<file path="config.mk">
export PLATFORM = sky130hd
export DESIGN_NAME = stopwatch_counter
export DESIGN_NICKNAME = d
export VERILOG_FILES = /design/src/rtl/stopwatch_counter.sv
export SDC_FILE = /design/constraint.sdc
export NUM_CORES = 1
export LEC_CHECK = 0
export ABC_AREA = 1
export BUFFER_PORTS_ARGS = -buffer_cell sky130_fd_sc_hd__buf_2
export CAP_MARGIN = 20
export CORE_MARGIN = 10
export CORE_UTILIZATION = 30
export CTS_BUF_LIST = sky130_fd_sc_hd__clkbuf_8
export DETAILED_ROUTE_END_ITERATION = 12
export SYNTH_ARGS = -nofsm -noshare
export SYNTH_HDL_FRONTEND = slang
export SYNTH_SLANG_ARGS = --single-unit
</file>
<file path="constraint.sdc">
create_clock -name clk -period 3.9 [get_ports clk]
set_input_delay 0.195 -clock clk [delete_from_list [all_inputs] [get_ports clk]]
set_output_delay 0.195 -clock clk [all_outputs]
set_load 0.03 [all_outputs]
</file>
<file path="src/rtl/stopwatch_counter.sv">
// Minutes:seconds BCD stopwatch (00:00..MAX_MIN:MAX_SEC) driven by tick clock enables.
// Optional digit-blink mask for the adjust field is enabled with `define STOPWATCH_BLINK_EN.
module stopwatch_counter #(
   parameter int MAX_MIN = 99,
   parameter int MAX_SEC = 59
) (
   input  logic       clk,
   input  logic       rst,
   input  logic       tick_1hz,
   input  logic       tick_2hz,
   input  logic       pause_pulse,
   input  logic       adj,
   input  logic       sel,
   output logic [3:0] min_tens,
   output logic [3:0] min_ones,
   output logic [3:0] sec_tens,
   output logic [3:0] sec_ones,
   output logic       running,
`ifdef STOPWATCH_BLINK_EN
   output logic [3:0] blank,
`endif
   output logic       rollover
);

   typedef enum logic [1:0] {ST_PAUSED, ST_RUN, ST_ADJUST} state_t;

   localparam logic [3:0] MIN_T = 4'(MAX_MIN / 10);
   localparam logic [3:0] MIN_O = 4'(MAX_MIN % 10);
   localparam logic [3:0] SEC_T = 4'(MAX_SEC / 10);
   localparam logic [3:0] SEC_O = 4'(MAX_SEC % 10);

   state_t state;

   // Returns {wrapped, tens, ones}; a wrap clears both digits.
   function automatic logic [8:0] bcd_inc(input logic [3:0] t, input logic [3:0] o,
                                          input logic [3:0] mt, input logic [3:0] mo);
      logic [8:0] r;
      if (t == mt && o == mo) r = {1'b1, 4'd0, 4'd0};
      else if (o == 4'd9)     r = {1'b0, t + 4'd1, 4'd0};
      else                    r = {1'b0, t, o + 4'd1};
      return r;
   endfunction

   logic [8:0] sec_nx, min_nx;
   assign sec_nx = bcd_inc(sec_tens, sec_ones, SEC_T, SEC_O);
   assign min_nx = bcd_inc(min_tens, min_ones, MIN_T, MIN_O);

   assign running = (state == ST_RUN);

`ifdef STOPWATCH_BLINK_EN
   logic       blink;
   logic       blink_nx;
   logic [3:0] sel_mask;
   assign blink_nx = tick_2hz ? ~blink : blink;
   assign sel_mask = sel ? 4'b0011 : 4'b1100;
`endif

   always_ff @(posedge clk) begin
      if (rst) begin
         state    <= ST_PAUSED;
         min_tens <= '0;
         min_ones <= '0;
         sec_tens <= '0;
         sec_ones <= '0;
         rollover <= 1'b0;
`ifdef STOPWATCH_BLINK_EN
         blink    <= 1'b0;
         blank    <= '0;
`endif
      end else begin
         rollover <= 1'b0;
`ifdef STOPWATCH_BLINK_EN
         blank    <= '0;
`endif
         if (adj) begin
            // The entry cycle only switches state; field edits start once in ADJUST.
            if (state != ST_ADJUST) begin
               state <= ST_ADJUST;
`ifdef STOPWATCH_BLINK_EN
               blink <= 1'b0;
`endif
            end else begin
               if (tick_2hz) begin
                  if (sel) {sec_tens, sec_ones} <= sec_nx[7:0];
                  else     {min_tens, min_ones} <= min_nx[7:0];
               end
`ifdef STOPWATCH_BLINK_EN
               blink <= blink_nx;
               blank <= blink_nx ? sel_mask : 4'b0000;
`endif
            end
         end else if (state == ST_ADJUST) begin
            state <= ST_PAUSED;
`ifdef STOPWATCH_BLINK_EN
            blink <= 1'b0;
`endif
         end else if (state == ST_RUN) begin
            if (tick_1hz) begin
               {sec_tens, sec_ones} <= sec_nx[7:0];
               if (sec_nx[8]) begin
                  {min_tens, min_ones} <= min_nx[7:0];
                  rollover             <= min_nx[8];
               end
            end
            if (pause_pulse) state <= ST_PAUSED;
         end else if (pause_pulse) begin
            state <= ST_RUN;
         end
      end
   end

endmodule

</file>
==> results of run 1 <==
[cell usage after synthesis]
library cell  number
nor3_1             2
inv_4              1
nand4_1            4
nor4_1             1
o21ai_1            3
o211a_1            1
nand3b_1           1
or2_2              1
inv_2              3
nand3_2            1
dfxtp_1           19
nand2_4            1
a21oi_1           11
o211ai_1           1
nor2_4             3
ha_1              13
o21ai_4            1
nand3_4            1
and2_1             1
nand3_1           13
nor2_1            21
inv_1             16
buf_1              1
a211oi_1           1
o21bai_2           1
a21oi_2            5
nor2_2             2
nand2_1           31
xor2_1             2
and3_1             2
nand2_2            6
[power by group]
group	switching (mW)	total, mW	internal [mW]
clock network	0.0665	0.137	0.0700
registers	0.00450	0.203	0.198
logic	0.0389	0.0574	0.0185
total	0.110	0.397	0.287
[cell families after synthesis]
group | after synthesis | synth area share (%)
flops | 19 | 30.07
xor+xnor | 2 | 1.385
buf+inv | 21 | 6.429
compound gates | 24 | 13.16
simple gates | 91 | 36.10
fa+ha+maj | 13 | 12.86
[registers in the layout, summed over array words and instances (netlist names)]
register,cells
min_ones,4
min_tens,4
rollover,1
sec_ones,4
sec_tens,4
state,2
[final cells by class]
type	count	area share, %
multi-input combinational	130	53.95
clock buffer	3	2.773
timing repair buffer	24	8.067
sequential	19	25.55
tap	50	4.202
inverter	20	5.210
clock inverter	1	0.2521
[stage by stage]
| step | setup slack, ns | util (%) | cell area [sq um] |
|---|---|---|---|
| 2_1_floorplan | 2.268 | - | 1265 |
| 3_3_place_gp | 2.244 | 35.84 | 1444 |
| 3_5_place_dp | 2.197 | 35.84 | 1444 |
| 4_1_cts | 2.168 | 36.96 | 1489 |
| 5_1_grt | 1.987 | 36.96 | 1489 |
| 6_report | 2.176 | 36.96 | 1489 |
[metal layers]
layer  GRT usage (%)  vias to the layer above  wire length, microns
met5               0                        -                     0
met4           2.246                        0                    20
met3           2.964                        2                   151
met2           12.42                       21                  1253
met1           9.244                      511                  1323
li1                -                      611                     -
[worst min-delay path, delay by kind of cell]
family                 cells  cell delay, ns
and+or+nand+nor            2            0.15
buffers and inverters      1            0.12
[layout by cell type (no fill, tap or decap), drive strengths merged]
cell type / n
clkbuf: 3
a21oi: 16
and2: 1
buf: 24
xor2: 2
nor2: 26
a211oi: 1
nand3b: 1
o211ai: 1
nand3: 15
o211a: 1
nor3: 2
o21ai: 4
inv: 21
o21bai: 1
or2: 1
nand2: 38
and3: 2
nor4: 1
dfxtp: 19
ha: 13
nand4: 4
[worst min-delay path by stage]
stage | cells past startpoint | from | to
3_5_place_dp | 2 | state[1] | state[1]
6_report | 3 | tick_1hz | rollover
4_1_cts | 3 | tick_1hz | rollover
2_1_floorplan | 1 | rst | state[1]
5_1_grt | 3 | tick_1hz | rollover
3_3_place_gp | 2 | state[1] | state[1]
==> out/qor.txt, run 1 <==
Status: complete, no violations
Top post-synthesis cells by area: dfxtp_1, ha_1, nand2_1
Cell accounting for the most synthesized area: dfxtp_1
Worst R2R Start: state[0]
Dpl cells: 243
Startpoint Class: flip-flop
CTS tree: built
CTS root buf: clkbuf_8
Most used cell, CP: inv_1
Fin Hold WS: 0.2487 ns
FF-to-FF End: min_ones[3]
Routed vias: 1145
Inserted Clock Buffers: 3
Die Ht: 84.94 microns
Max FO, Critical Path: 5
Worst skew pair latency: 0.26 ns
R2R cell count: 10
Cell Area, Synth: 1265 sq um
Worst Path Required: 4.04 ns
Worst Setup SP: state[0]
Initial antenna violation count: 0
Crit-path slowest cell: dfxtp_1
FILL cells: 455
Yosys top cell area share: 30.07%
Unrepaired setup endpoints after global routing: no
P_leak: 0.6783 nW
Nets@finish: 218
Max-cap violations: 0
Total negative slack: 0 ns
Final max-slew violation count: 0
Core area: 4029 sq um
Final setup vio count: 0
Netlist cell types: 31
VDD IR max: 0.1456 mV
ANT cells: 0
Synthesized netlist cell count: 170
Largest delay contributor family on the critical path: simple AND/OR/NAND/NOR gates
CTS Buffer Depth: 2
Multi-input logic area: 803.3 sq um
HPWL after detailed placement: 2223 microns
First-pass GRT wire length: 4767 microns
Clock Skews: 0.002213 ns
R2R setup slack: 2.18 ns
Worst slew pin tran: 0.3538 ns
DR iter-0 viols: 72
H-tree lvl count: 1
Critical Path Sink Type: flip-flop
Starting density of the core: 31.40%
Cts hold-fix bufs: 0
Period utilisation layout: 44.20%
Proportion of layout cells with a drive suffix above 1: 26.90%
Postcts setup bufs: 0
Buffers & Inverters on Critical Path: 3
Pwr Total: 396.6 uW
Syn Area/Cell: 7.441 sq um
Vias per inst: 4.636
Global route overflow: 0
Slew margin rel.: 76.32%
Vias in the first global route: 1079
Die Wd: 84.94 microns
Seq/Total Area, Yosys: 30.07%
Drt pass-1 iters: 4
Row cnt: 23
Clk slew on worst S/H paths: 0.07 ns
Seq cells post-synth: 19
Register area: 380.4 sq um
CTS resizes: 0
Syn_nets: 190
CTS sink cnt: 19
Layout overhead on the synthesized area: 17.71%
Crit path depth: 10
Final hold vios: 0
Final WL: 2748 microns
Total global-route track usage: 7.704%
Synth warn: 0
Largest net degree at the start of global routing: 14
Cell chain of the critical path: inv_1 > ha_1 > inv_1 > ha_1 > inv_1 > nand2_1 > nor2_1 > nand3_2 > nand2_1 > a21oi_1
Remaining DRCs: 0
Time the worst path needs with I/O delays and setup: 1.724 ns
CP endpoint: min_ones[3]
Die ar.: 7214 sq um
Gpl congestion: 0.7991
CP peak stage delay: 0.33 ns
Final std cells w/o fill: 247
Critical path type: reg -> reg
Input/output buffers: 24
PD cells: 266.4 nW/um^2
Routed len/inst: 11.13 microns
Critical Path AT: 1.86 ns
Type of the worst min-delay path: in -> reg
Highest clock rate: 580.2 MHz
ANT nets after route: 0
Ports: 25
No activity file was read; power rests on OpenSTA's default activity.
==> run 2: changes to the inputs <==
clock period = 1.65 ns   (was 3.9 ns; I/O delays follow)
==> run 2 against run 1 <==
Maximum frequency grew 11%. Final area grew 6.2%. Sequential share of layout area shrank 1.3 points. Setup slack lost 2.1 ns. First-iteration DRC count shrank 35%. Global-route usage grew 0.11 points. Critical path depth shrank 3. Combinational power grew to 2.9 times the previous value. Clock-buffer cell count is the same. Clock skew shrank 0.0013 ns. Via count grew 1.5%. Critical path type unchanged.
==> out/qor.txt, run 2 (synthesis gave the netlist of run 1 again) <==
Status: complete, no violations
Ports: 25
Largest net degree at the start of global routing: 14
Clock Skews: 0.0008923 ns
Inserted Clock Buffers: 3
ANT cells: 0
Die Wd: 84.94 microns
Remaining DRCs: 0
Worst slew pin tran: 0.3247 ns
Die ar.: 7214 sq um
Nets@finish: 223
Crit path depth: 7
R2R cell count: 7
Fin Hold WS: 0.1429 ns
CP peak stage delay: 0.36 ns
Slew margin rel.: 78.35%
Register area: 382.9 sq um
Total global-route track usage: 7.815%
P_leak: 0.7048 nW
Final WL: 2817 microns
HPWL after detailed placement: 2216 microns
Buffers & Inverters on Critical Path: 1
Clk slew on worst S/H paths: 0.07 ns
Initial antenna violation count: 0
CTS root buf: clkbuf_8
Drt pass-1 iters: 4
Period utilisation layout: 93.69%
Worst skew pair latency: 0.25 ns
Type of the worst min-delay path: in -> reg
Critical path type: reg -> reg
Row cnt: 23
Pre-CTS setup slack: -0.009962 ns
H-tree lvl count: 1
PnR worst setup slack: 0.1041 ns
Worst Path Required: 1.80 ns
FILL cells: 431
Largest delay contributor family on the critical path: simple AND/OR/NAND/NOR gates
Final max-slew violation count: 0
Global route overflow: 0
Highest clock rate: 646.9 MHz
VDD IR max: 0.6731 mV
Crit-path slowest cell: dfxtp_2
Most frequent cells in the layout: nand2_1, buf_2, nor2_1, dfxtp_1, inv_1
DR iter-0 viols: 47
Core area: 4029 sq um
Routed vias: 1162
Unrepaired setup endpoints after global routing: no
Final hold vios: 0
Input/output buffers: 24
Gpl congestion: 0.7954
Time the worst path needs with I/O delays and setup: 1.546 ns
ANT nets after route: 0
Most common cell after layout, fill and taps aside: nand2_1
Startpoint Class: flip-flop
Multi-input logic area: 855.8 sq um
Die Ht: 84.94 microns
Critical Path AT: 1.70 ns
Vias in the first global route: 1092
Max FO, Critical Path: 8
Critical Path Sink Type: flip-flop
Vias per inst: 4.611
CTS Buffer Depth: 2
Hold Path Depth: 3
Starting density of the core: 31.40%
Max-cap violations: 0
CTS sink cnt: 19
First-pass GRT wire length: 4926 microns
CTS tree: built
Cell chain of the critical path: inv_2 > ha_4 > ha_2 > nand3b_1 > nor2_4 > a21oi_2 > and2_1
Cts hold-fix bufs: 0
Layout overhead on the synthesized area: 25.03%
Final setup vio count: 0
PD cells: 607.1 nW/um^2
Proportion of layout cells with a drive suffix above 1: 34.65%
Routed len/inst: 11.18 microns
## run 2: changes by cell type in the layout (fill, tap and decap cells not counted), sizes merged
cell	previous run	this run
buf	24	29
## run 2: report_power, final
part | total, mW | internal, mW | switching [mW]
logic | 0.166 | 0.0595 | 0.106
clock network | 0.316 | 0.165 | 0.151
registers | 0.478 | 0.469 | 0.00887
total | 0.960 | 0.694 | 0.266
## run 2: path summary, 6_finish.rpt
| kind | from | endpoint | slack, ns |
|---|---|---|---|
| worst min register to register | min_ones[3] | min_ones[3] | 0.52 |
| worst max register to register | state[0] | sec_ones[0] | 0.10 |
| worst min-delay path | tick_1hz | rollover | 0.14 |
| worst max-delay path | state[0] | sec_ones[0] | 0.10 |
## run 2: cell type report
| cell class | instances | area share [%] |
|---|---|---|
| Multi-Input combinational cell | 130 | 54.11 |
| Sequential cell | 19 | 24.21 |
| Timing Repair Buffer | 29 | 9.968 |
| Inverter | 20 | 4.905 |
| Tap cell | 50 | 3.956 |
| Clock buffer | 3 | 2.611 |
| Clock inverter | 1 | 0.2373 |
## run 2: layer usage
| layer | share of wire (%) | vias up | GRT usage [%] |
|---|---|---|---|
| met3 | 5.5 | 2 | 2.964 |
| met4 | 0.50 | 0 | 0.8982 |
| li1 | - | 624 | - |
| met2 | 43 | 27 | 12.22 |
| met1 | 51 | 509 | 10.20 |
| met5 | 0 | - | 0 |
## run 2: through the flow
step	total power, mW	area (sq um)	cells	util, %	TNS [ns]
after floorplan	0.5896	1265	170	-	0
after global placement	0.6369	1481	248	36.77	0
after detailed placement	0.6359	1481	248	36.77	-0.01243
after CTS	0.9587	1534	252	38.07	0
after global routing	1.017	1582	252	39.25	0
final	0.9602	1582	252	39.25	0
## run 2: worst reg2reg max path, cell delays in order, from the launching register on
cell and delay, ns:
dfxtp_2 0.36, inv_2 0.05, ha_4 0.17, ha_2 0.19, nand3b_1 0.20, nor2_4 0.23
a21oi_2 0.10, and2_1 0.16
## run 2: repair_timing
item                                    in CTS  in global routing
pin swaps                                    1                  5
buffers inserted                             0                  0
endpoints found under the setup margin       6                 15
resized for setup                            2                 15
==> run 3: changes to the inputs <==
BUFFER_PORTS_ARGS = -buffer_cell sky130_fd_sc_hd__buf_4   (was -buffer_cell sky130_fd_sc_hd__buf_2)
==> run 3 against run 2 <==
Setup slack improved by 0.010 ns. Combinational power grew 4%. Final cell count increased by 0.79%. Sequential share of layout area decreased by 0.80 points. Non-clock buffer count rose by 2. Utilization increased by 1.2 points. Final area up 3.1%. Critical path depth rose by 2. Sequential power is essentially flat. Power grew 1.4%. Via count barely moved. Worst hold slack got worse by 0.036 ns. Critical endpoint unchanged.
==> out/qor.txt, run 3 (synthesis gave the netlist of run 1 again) <==
Worst Setup SP: state[0]
Remaining DRCs: 0
Die Ht: 84.94 microns
WHS Endpoint: min_tens[2]
Buffers & Inverters on Critical Path: 3
Period utilisation layout: 93.07%
Inserted Clock Buffers: 3
Total global-route track usage: 7.967%
Max-cap violations: 0
Final max-slew violation count: 0
Drt pass-1 iters: 4
Die ar.: 7214 sq um
Register area: 381.6 sq um
Largest delay contributor family on the critical path: simple AND/OR/NAND/NOR gates
PD cells: 597.4 nW/um^2
Worst Min Path Start: rst
Max FO, Critical Path: 8
Layout overhead on the synthesized area: 28.88%
Final WL: 2907 microns
H-tree lvl count: 1
Final setup vio count: 0
Vias in the first global route: 1146
Status: complete, no violations
Clk slew on worst S/H paths: 0.08 ns
Cell chain of the critical path: inv_1 > ha_2 > inv_2 > ha_2 > inv_2 > nand3b_1 > nor2_4 > a21oi_2 > and2_1
Crit-path slowest cell: dfxtp_2
Dpl cells: 250
Startpoint Class: flip-flop
ANT nets after route: 0
Type of the worst min-delay path: in -> reg
ANT cells: 0
Critical Path AT: 1.69 ns
Final std cells w/o fill: 254
CP peak stage delay: 0.32 ns
Pwr Total: 974.0 uW
Multi-input logic area: 830.8 sq um
Hold Path Depth: 2
CTS sink cnt: 19
Proportion of layout cells with a drive suffix above 1: 32.84%
VDD IR max: 0.3920 mV
Worst R2R Start: state[0]
Input/output buffers: 24
CTS tree: built
Critical path type: reg -> reg
Worst slew pin tran: 0.2996 ns
First-pass GRT wire length: 5002 microns
CTS root buf: clkbuf_8
Core area: 4029 sq um
Ports: 25
P_leak: 0.7168 nW
Cts hold-fix bufs: 0
Die Wd: 84.94 microns
Most frequent cells in the layout: buf_4, nand2_1, nor2_1, dfxtp_1, inv_1
Largest net degree at the start of global routing: 14
FILL cells: 429
Final hold vios: 0
DR iter-0 viols: 41
FF-to-FF End: sec_ones[0]
CTS Buffer Depth: 2
Routed vias: 1161
Highest clock rate: 651.2 MHz
Nets@finish: 225
R2R cell count: 9
Gpl congestion: 0.7864
Clock Skews: 0.002322 ns
Most common cell after layout, fill and taps aside: buf_4
Vias per inst: 4.571
CTS resizes: 0
Critical Path Sink Type: flip-flop
Worst skew pair latency: 0.25 ns
Worst Path Required: 1.80 ns
Row cnt: 23
Unrepaired setup endpoints after global routing: no
Time the worst path needs with I/O delays and setup: 1.536 ns
Postcts setup bufs: 0
R2R setup slack: 0.11 ns
Initial antenna violation count: 0
Total negative slack: 0 ns
Routed len/inst: 11.44 microns
HPWL after detailed placement: 2293 microns
Starting density of the core: 31.40%
Global route overflow: 0
Slew margin rel.: 80.00%
run 3: changes by cell type in the layout (fill, tap and decap cells not counted):
| cell | change |
|---|---|
| a21oi_1 | +2 |
| inv_2 | -1 |
| inv_1 | +1 |
| ha_4 | -1 |
| buf_4 | +26 |
| dfxtp_2 | -1 |
| nor2_4 | -1 |
| ha_2 | +1 |
| dfxtp_1 | +1 |
| a21oi_2 | -2 |
| buf_2 | -24 |
| nor2_1 | +1 |
run 3: worst max-delay path by stage:
stage	to	slack, ns	cells past startpoint
after global placement	sec_tens[3]	0.06	8
after detailed placement	min_ones[0]	0.03	10
after CTS	min_ones[0]	0.01	10
after floorplan	min_tens[0]	0.02	8
final	sec_ones[0]	0.11	9
after global routing	sec_ones[0]	0.01	7
run 3: area by class of cell:
class	instances	share of cell area, %
Multi-Input combinational cell	130	50.96
Sequential cell	19	23.41
Timing Repair Buffer	31	14.27
Inverter	20	4.758
Tap cell	50	3.837
Clock buffer	3	2.533
Clock inverter	1	0.2302
run 3: routing by layer:
layer  routed length (microns)  track usage [%]
met1                      1400            9.648
met2                      1326            13.66
met3                       165            2.677
met4                        14           0.8982
met5                         0                0
run 3: per-stage QoR:
stage / cell area, sq um / util (%) / setup WS (ns) / hold WS, ns
6_report: 1630 / 40.47 / 0.1143 / 0.1066
3_5_place_dp: 1556 / 38.63 / 0.03108 / 0.3809
2_1_floorplan: 1265 / - / 0.01848 / 0.1610
5_1_grt: 1630 / 40.47 / 0.01045 / 0.1199
3_3_place_gp: 1556 / 38.63 / 0.05907 / 0.3778
4_1_cts: 1602 / 39.75 / 0.01215 / 0.1058
run 3: where the power goes:
group | switching (mW) | internal [mW]
Clock | 0.161 | 0.165
Sequential | 0.00711 | 0.469
Combinational | 0.105 | 0.0676
run 3: worst reg2reg max path: cells and delay by family, from the launching register on:
kind,cells,cell delay (ns)
and+or+nand+nor,3,0.48
adders and majority gates,2,0.38
DFF,1,0.32
buffers and inverters,3,0.16
AOI/OAI and AO/OA,1,0.10
